### config.mk
export PLATFORM = sky130hd
export DESIGN_NAME = mac_seq_ctrl
export DESIGN_NICKNAME = d
export VERILOG_FILES = /design/src/rtl/mac_seq_ctrl.sv
export SDC_FILE = /design/constraint.sdc
export NUM_CORES = 1
export LEC_CHECK = 0
export ABC_CLOCK_PERIOD_IN_PS = 3450
export BUFFER_PORTS_ARGS = -buffer_cell sky130_fd_sc_hd__buf_4
export CAP_MARGIN = 25
export CELL_PAD_IN_SITES_DETAIL_PLACEMENT = 2
export CELL_PAD_IN_SITES_GLOBAL_PLACEMENT = 2
export CORE_UTILIZATION = 33
export DETAILED_ROUTE_END_ITERATION = 12
export GPL_TIMING_DRIVEN = 0
export PLACE_DENSITY = 0.83
export REMOVE_ABC_BUFFERS = 1
export SLEW_MARGIN = 20
export SYNTH_ARGS = -nofsm -noshare
export SYNTH_HDL_FRONTEND = slang
export SYNTH_SLANG_ARGS = --single-unit
export TNS_END_PERCENT = 1
### constraint.sdc
create_clock -name clk -period 3.45 [get_ports clk]
set_clock_uncertainty 0.1 [all_clocks]
set_input_delay 0.5175 -clock clk [delete_from_list [all_inputs] [get_ports clk]]
set_output_delay 0.5175 -clock clk [all_outputs]
set_load 0.01 [all_outputs]
### src/rtl/mac_seq_ctrl.sv
// mac_seq_ctrl: sequencer for one MAC array instance.
// Accepts a command (base, length, tag), issues consecutive operand-buffer
// reads, drives the array enable/clear strobes aligned to read-data return,
// waits for the array pipeline to drain and presents a tagged result.
module mac_seq_ctrl #(
  parameter int ADDR_WIDTH   = 10,
  parameter int LEN_WIDTH    = 8,
  parameter int TAG_WIDTH    = 4,
  parameter int RD_LATENCY   = 1,
  parameter int PIPE_LATENCY = 1
) (
  input  logic                  clk,
  input  logic                  rst_n,
  input  logic                  cmd_valid,
  output logic                  cmd_ready,
  input  logic [ADDR_WIDTH-1:0] cmd_base_addr,
  input  logic [LEN_WIDTH-1:0]  cmd_len,
  input  logic [TAG_WIDTH-1:0]  cmd_tag,
  input  logic                  abort,
  output logic                  rd_en,
  output logic [ADDR_WIDTH-1:0] rd_addr,
  output logic                  array_enable,
  output logic                  array_clear,
  output logic                  res_valid,
  input  logic                  res_ready,
  output logic [TAG_WIDTH-1:0]  res_tag,
  output logic                  busy,
  output logic                  err_zero_len,
  output logic [15:0]           done_cnt
);

  // Cycles spent in DRAIN so the result appears PIPE_LATENCY cycles after
  // the last array enable (which itself trails the last read by RD_LATENCY).
  localparam int DRAIN_CYC = RD_LATENCY + PIPE_LATENCY - 1;
  localparam int DW        = (DRAIN_CYC < 2) ? 1 : $clog2(DRAIN_CYC);
  localparam logic [DW-1:0]        DRAIN_LOAD = DW'(DRAIN_CYC - 1);
  localparam logic [LEN_WIDTH-1:0] LEN_ONE    = LEN_WIDTH'(1);

  typedef enum logic [1:0] {
    S_IDLE   = 2'd0,
    S_ISSUE  = 2'd1,
    S_DRAIN  = 2'd2,
    S_RESULT = 2'd3
  } state_t;

  state_t                  r_state;
  logic                    r_cmd_ready;
  logic                    r_rd_en;
  logic [ADDR_WIDTH-1:0]   r_rd_addr;
  logic [LEN_WIDTH-1:0]    r_len;
  logic [LEN_WIDTH-1:0]    r_beat;      // index of the beat currently on rd_en
  logic [DW-1:0]           r_drain;
  logic                    r_res_valid;
  logic [TAG_WIDTH-1:0]    r_res_tag;
  logic                    r_busy;
  logic                    r_err_zero_len;
  logic [15:0]             r_done_cnt;
  logic [RD_LATENCY-1:0]   r_en_dly;
  logic [RD_LATENCY-1:0]   r_clr_dly;

  logic w_cmd_fire;
  logic w_flush;
  logic w_first_beat;
  logic w_last_beat;

  assign w_cmd_fire   = cmd_valid & r_cmd_ready;
  // abort only acts while a command is in flight
  assign w_flush      = abort & (r_state != S_IDLE);
  assign w_first_beat = (r_state == S_ISSUE) & (r_beat == {LEN_WIDTH{1'b0}});
  // r_len is never zero while in ISSUE, so len-1 cannot underflow
  assign w_last_beat  = (r_beat == (r_len - LEN_ONE));

  // Main sequencer FSM with registered outputs.
  always_ff @(posedge clk or negedge rst_n) begin
    if (!rst_n) begin
      r_state        <= S_IDLE;
      r_cmd_ready    <= 1'b1;
      r_rd_en        <= 1'b0;
      r_rd_addr      <= {ADDR_WIDTH{1'b0}};
      r_len          <= {LEN_WIDTH{1'b0}};
      r_beat         <= {LEN_WIDTH{1'b0}};
      r_drain        <= {DW{1'b0}};
      r_res_valid    <= 1'b0;
      r_res_tag      <= {TAG_WIDTH{1'b0}};
      r_busy         <= 1'b0;
      r_err_zero_len <= 1'b0;
      r_done_cnt     <= 16'd0;
    end else begin
      r_err_zero_len <= 1'b0;
      case (r_state)
        S_IDLE: begin
          if (w_cmd_fire) begin
            if (cmd_len == {LEN_WIDTH{1'b0}}) begin
              r_err_zero_len <= 1'b1;
            end else begin
              r_state     <= S_ISSUE;
              r_cmd_ready <= 1'b0;
              r_busy      <= 1'b1;
              r_rd_en     <= 1'b1;
              r_rd_addr   <= cmd_base_addr;
              r_len       <= cmd_len;
              r_res_tag   <= cmd_tag;
              r_beat      <= {LEN_WIDTH{1'b0}};
            end
          end
        end
        S_ISSUE: begin
          if (abort) begin
            r_state     <= S_IDLE;
            r_cmd_ready <= 1'b1;
            r_busy      <= 1'b0;
            r_rd_en     <= 1'b0;
          end else if (w_last_beat) begin
            r_state <= S_DRAIN;
            r_rd_en <= 1'b0;
            r_drain <= DRAIN_LOAD;
          end else begin
            r_beat    <= r_beat + LEN_ONE;
            r_rd_addr <= r_rd_addr + ADDR_WIDTH'(1);
          end
        end
        S_DRAIN: begin
          if (abort) begin
            r_state     <= S_IDLE;
            r_cmd_ready <= 1'b1;
            r_busy      <= 1'b0;
          end else if (r_drain == {DW{1'b0}}) begin
            r_state     <= S_RESULT;
            r_res_valid <= 1'b1;
          end else begin
            r_drain <= r_drain - DW'(1);
          end
        end
        S_RESULT: begin
          // abort takes priority over a simultaneous result handshake
          if (abort) begin
            r_state     <= S_IDLE;
            r_cmd_ready <= 1'b1;
            r_busy      <= 1'b0;
            r_res_valid <= 1'b0;
          end else if (res_ready) begin
            r_state     <= S_IDLE;
            r_cmd_ready <= 1'b1;
            r_busy      <= 1'b0;
            r_res_valid <= 1'b0;
            r_done_cnt  <= r_done_cnt + 16'd1;
          end
        end
        default: begin
          r_state     <= S_IDLE;
          r_cmd_ready <= 1'b1;
          r_busy      <= 1'b0;
          r_rd_en     <= 1'b0;
          r_res_valid <= 1'b0;
        end
      endcase
    end
  end

  // Delay line aligning enable/clear with returned read data; abort flushes it.
  always_ff @(posedge clk or negedge rst_n) begin
    if (!rst_n) begin
      r_en_dly  <= {RD_LATENCY{1'b0}};
      r_clr_dly <= {RD_LATENCY{1'b0}};
    end else if (w_flush) begin
      r_en_dly  <= {RD_LATENCY{1'b0}};
      r_clr_dly <= {RD_LATENCY{1'b0}};
    end else begin
      r_en_dly[0]  <= r_rd_en;
      r_clr_dly[0] <= w_first_beat;
      for (int i = 1; i < RD_LATENCY; i++) begin
        r_en_dly[i]  <= r_en_dly[i-1];
        r_clr_dly[i] <= r_clr_dly[i-1];
      end
    end
  end

  assign cmd_ready    = r_cmd_ready;
  assign rd_en        = r_rd_en;
  assign rd_addr      = r_rd_addr;
  assign array_enable = r_en_dly[RD_LATENCY-1];
  assign array_clear  = r_clr_dly[RD_LATENCY-1];
  assign res_valid    = r_res_valid;
  assign res_tag      = r_res_tag;
  assign busy         = r_busy;
  assign err_zero_len = r_err_zero_len;
  assign done_cnt     = r_done_cnt;

endmodule

==> impl_metrics.json <==
{
  "synth-seq-area-share": 0.448,
  "crit_type": "reg2reg",
  "synth_xor_area_frac": 0.0741,
  "holdBufCountCts": 0,
  "io_pins": 64,
  "post_cts_buffers": 0,
  "routed_wl_um": 9230,
  "clock_tree.buffer_depth": 2,
  "rsz0062_at_grt": "no",
  "ff2ff_path_depth": 7,
  "drcViolationCount": 4,
  "dp_hpwl_um": 6770,
  "synth-compound-area-share": 0.139,
  "synth_area_mm2": 0.00307,
  "yosysTopAreaCellShare": 0.440,
  "synth_top_family_by_area": "simple AND/OR/NAND/NOR gates",
  "min_path_type": "in2async",
  "n_antenna_cell": 0,
  "synth-adder-area-share": 0.0366,
  "violations": "DRC",
  "crit_path_max_fanout": 8,
  "yosys.cell_types.count": 54,
  "fin_crit_sh": 0.951,
  "synthArstFlopShare": 1.00,
  "ys.flop_type": "dfrtp_1",
  "die_area_mm2": 0.00970,
  "finalCriticalPeriod_ns": 3.28,
  "worst_ep_required_time_ns": 3.57,
  "cts_buffers": 5,
  "synthSimpleGateAreaFrac": 0.253,
  "synthTopCellsByArea": "dfrtp_1 (44%), nand2_1 (7.2%), xnor2_1 (5.7%)",
  "final_layout_size_suffix_gt1_frac": 0.226,
  "drt-wirelength-per-cell_um": 18.6,
  "yosys.area.top_type": "dfrtp_1",
  "finalSetupViolCount": 0,
  "synth_mux_area_frac": 0.0102,
  "pre_cts_ws_ns": -0.314,
  "seq_area_mm2": 0.00138,
  "die_w_um": 98.5,
  "finalHoldViolations": 0,
  "rrSetupSlack_ns": 0.17,
  "insertion_delay_ns": 0.32,
  "peakVddDrop_mv": 0.248,
  "start_util": 0.347,
  "final_max_slew_viol_count": 0,
  "p_per_area_mw_per_mm2": 796,
  "drtPass1Iterations": 8,
  "relSlewSlack": 0.521,
  "num_rows": 34,
  "hold_slack_ns": 0.139,
  "grt_max_degree": 56,
  "worstSetupEndpointType": "register",
  "synth_common_cells": "nand2_1 (59), dfrtp_1 (54), nor2_1 (27), xnor2_1 (20), and3_1 (18)",
  "post_drt_via_cell_ratio": 5.59,
  "multi_input_area_mm2": 0.00159,
  "nNetsFinal": 424,
  "maxCapViolCount": 0,
  "root_buffer": "clkbuf_8",
  "drtIter0Drc": 76,
  "htreeDepth": 2,
  "yosys.cell_count.top_type": "nand2_1",
  "synth-seq-cells": 55,
  "cellLeakagePower_nw": 1.77,
  "grt_pass1_wl_um": 15700,
  "crit_arrival_ns": 3.41,
  "gr-total-overflow": 0,
  "syn_inst": 331,
  "startpoint_type": "register",
  "fmax_mhz": 305,
  "via_count": 2779,
  "yosys_warnings": 0,
  "die_h_um": 98.5,
  "areaGrowthSynthToFinish_pct": 21.5,
  "cts_tree": "yes",
  "status": "finished, violations left",
  "synth_edf_count": 0,
  "clkTransAtPathRegs_ns": 0.11,
  "gr-usage-all-layers": 0.202,
  "antenna_found_initial": 0,
  "tightest_slew_ns": 0.718,
  "routabilityCongestion": 0.826,
  "setup_ws_ns": 0.168,
  "numPortBuffers": 63,
  "antenna_left": 0,
  "clkSinkCount": 55,
  "fillers": 1001,
  "synth_area_per_cell_um2": 9.28,
  "fp.coreArea_mm2": 0.00885,
  "grt_pass1_vias": 3034
}
==> per-layer routing <==
metal	track usage	wire [um]	share of wire	vias up
met5	0	0	0	-
met4	0.0436	104	0.011	0
met3	0.0298	310	0.034	10
met2	0.355	4590	0.50	64
met1	0.262	4230	0.46	1413
li1	-	-	-	1292
==> state kept, by name, summed over array words and instances (netlist names), 2 cells and up <==
| name | count |
|---|---|
| rd_addr | 10 |
| r_beat | 8 |
| done_cnt | 16 |
| r_state | 2 |
| r_len | 8 |
| res_tag | 4 |
==> power by group <==
| part | leakage [nW] | total, mW | switching [mW] | internal [mW] |
|---|---|---|---|---|
| Combinational | 1.01 | 1.43 | 0.826 | 0.601 |
| Clock | 0.0587 | 0.454 | 0.233 | 0.221 |
| Sequential | 0.709 | 1.09 | 0.249 | 0.844 |
==> metrics by stage <==
step                      total power [mW]  cells  utilization  cell area [um^2]  TNS, ns
after floorplan                       1.94    318            -              3000        0
after global placement                2.44    489        0.408              3610   -0.768
after detailed placement              2.53    489        0.408              3610    -1.29
after CTS                             3.02    497        0.421              3730        0
after global routing                  3.22    497        0.422              3730        0
final                                 2.97    497        0.422              3730        0
==> cells by family (layout without fill, tap and decap cells) <==
group,count (synthesis),count (layout)
and+or+nand+nor,156,156
AOI/OAI and AO/OA,57,57
DFF,55,55
xor gates and xnor gates,26,26
buffers and inverters,25,83
adders and majority gates,9,9
muxes,3,3
==> path summary, 6_finish.rpt <==
check | from | to
setup / recovery | r_len[2] | r_state[0]
min in group clk | cmd_tag[3] | res_tag[3]
hold / removal | rst_n | done_cnt[6]
max in group asynchronous | rst_n | r_beat[5]
setup reg to reg | r_len[2] | r_state[0]
hold reg to reg | done_cnt[15] | done_cnt[15]
==> worst max-delay path, stage by stage (launching register included) <==
cell and delay [ns]:
dfrtp_1 0.48, or4_1 0.57, or4_1 0.52, a2111oi_2 0.50, o2111ai_1 0.28, a21oi_2 0.30, o21ai_1 0.14, a221oi_2 0.30
==> placed cells by master (no fill, tap or decap), drive strengths merged, types with 7 or more instances in the layout <==
cell type	synthesis	routed
a21oi	10	10
a311oi	7	7
and3	19	19
buf	5	63
dfrtp	54	54
ha	9	9
inv	12	13
nand2	59	59
nand3	10	10
nand4	8	8
nor2	28	28
o21ai	11	11
xnor2	20	20
==> cell type report <==
cell class	instances	share of cell area
inverter	12	0.0121
tap	108	0.0362
timing repair buffer	63	0.127
clock buffer	5	0.0184
clock inverter	3	0.0127
multi-input combinational	251	0.425
sequential	55	0.369
==> repair_timing <==
action | CTS | global route
setup endpoints to repair | 7 | 4
endpoints found under the hold margin | 0 | 0
resized for setup | 3 | 1
No activity file was read; power rests on OpenSTA's default activity.
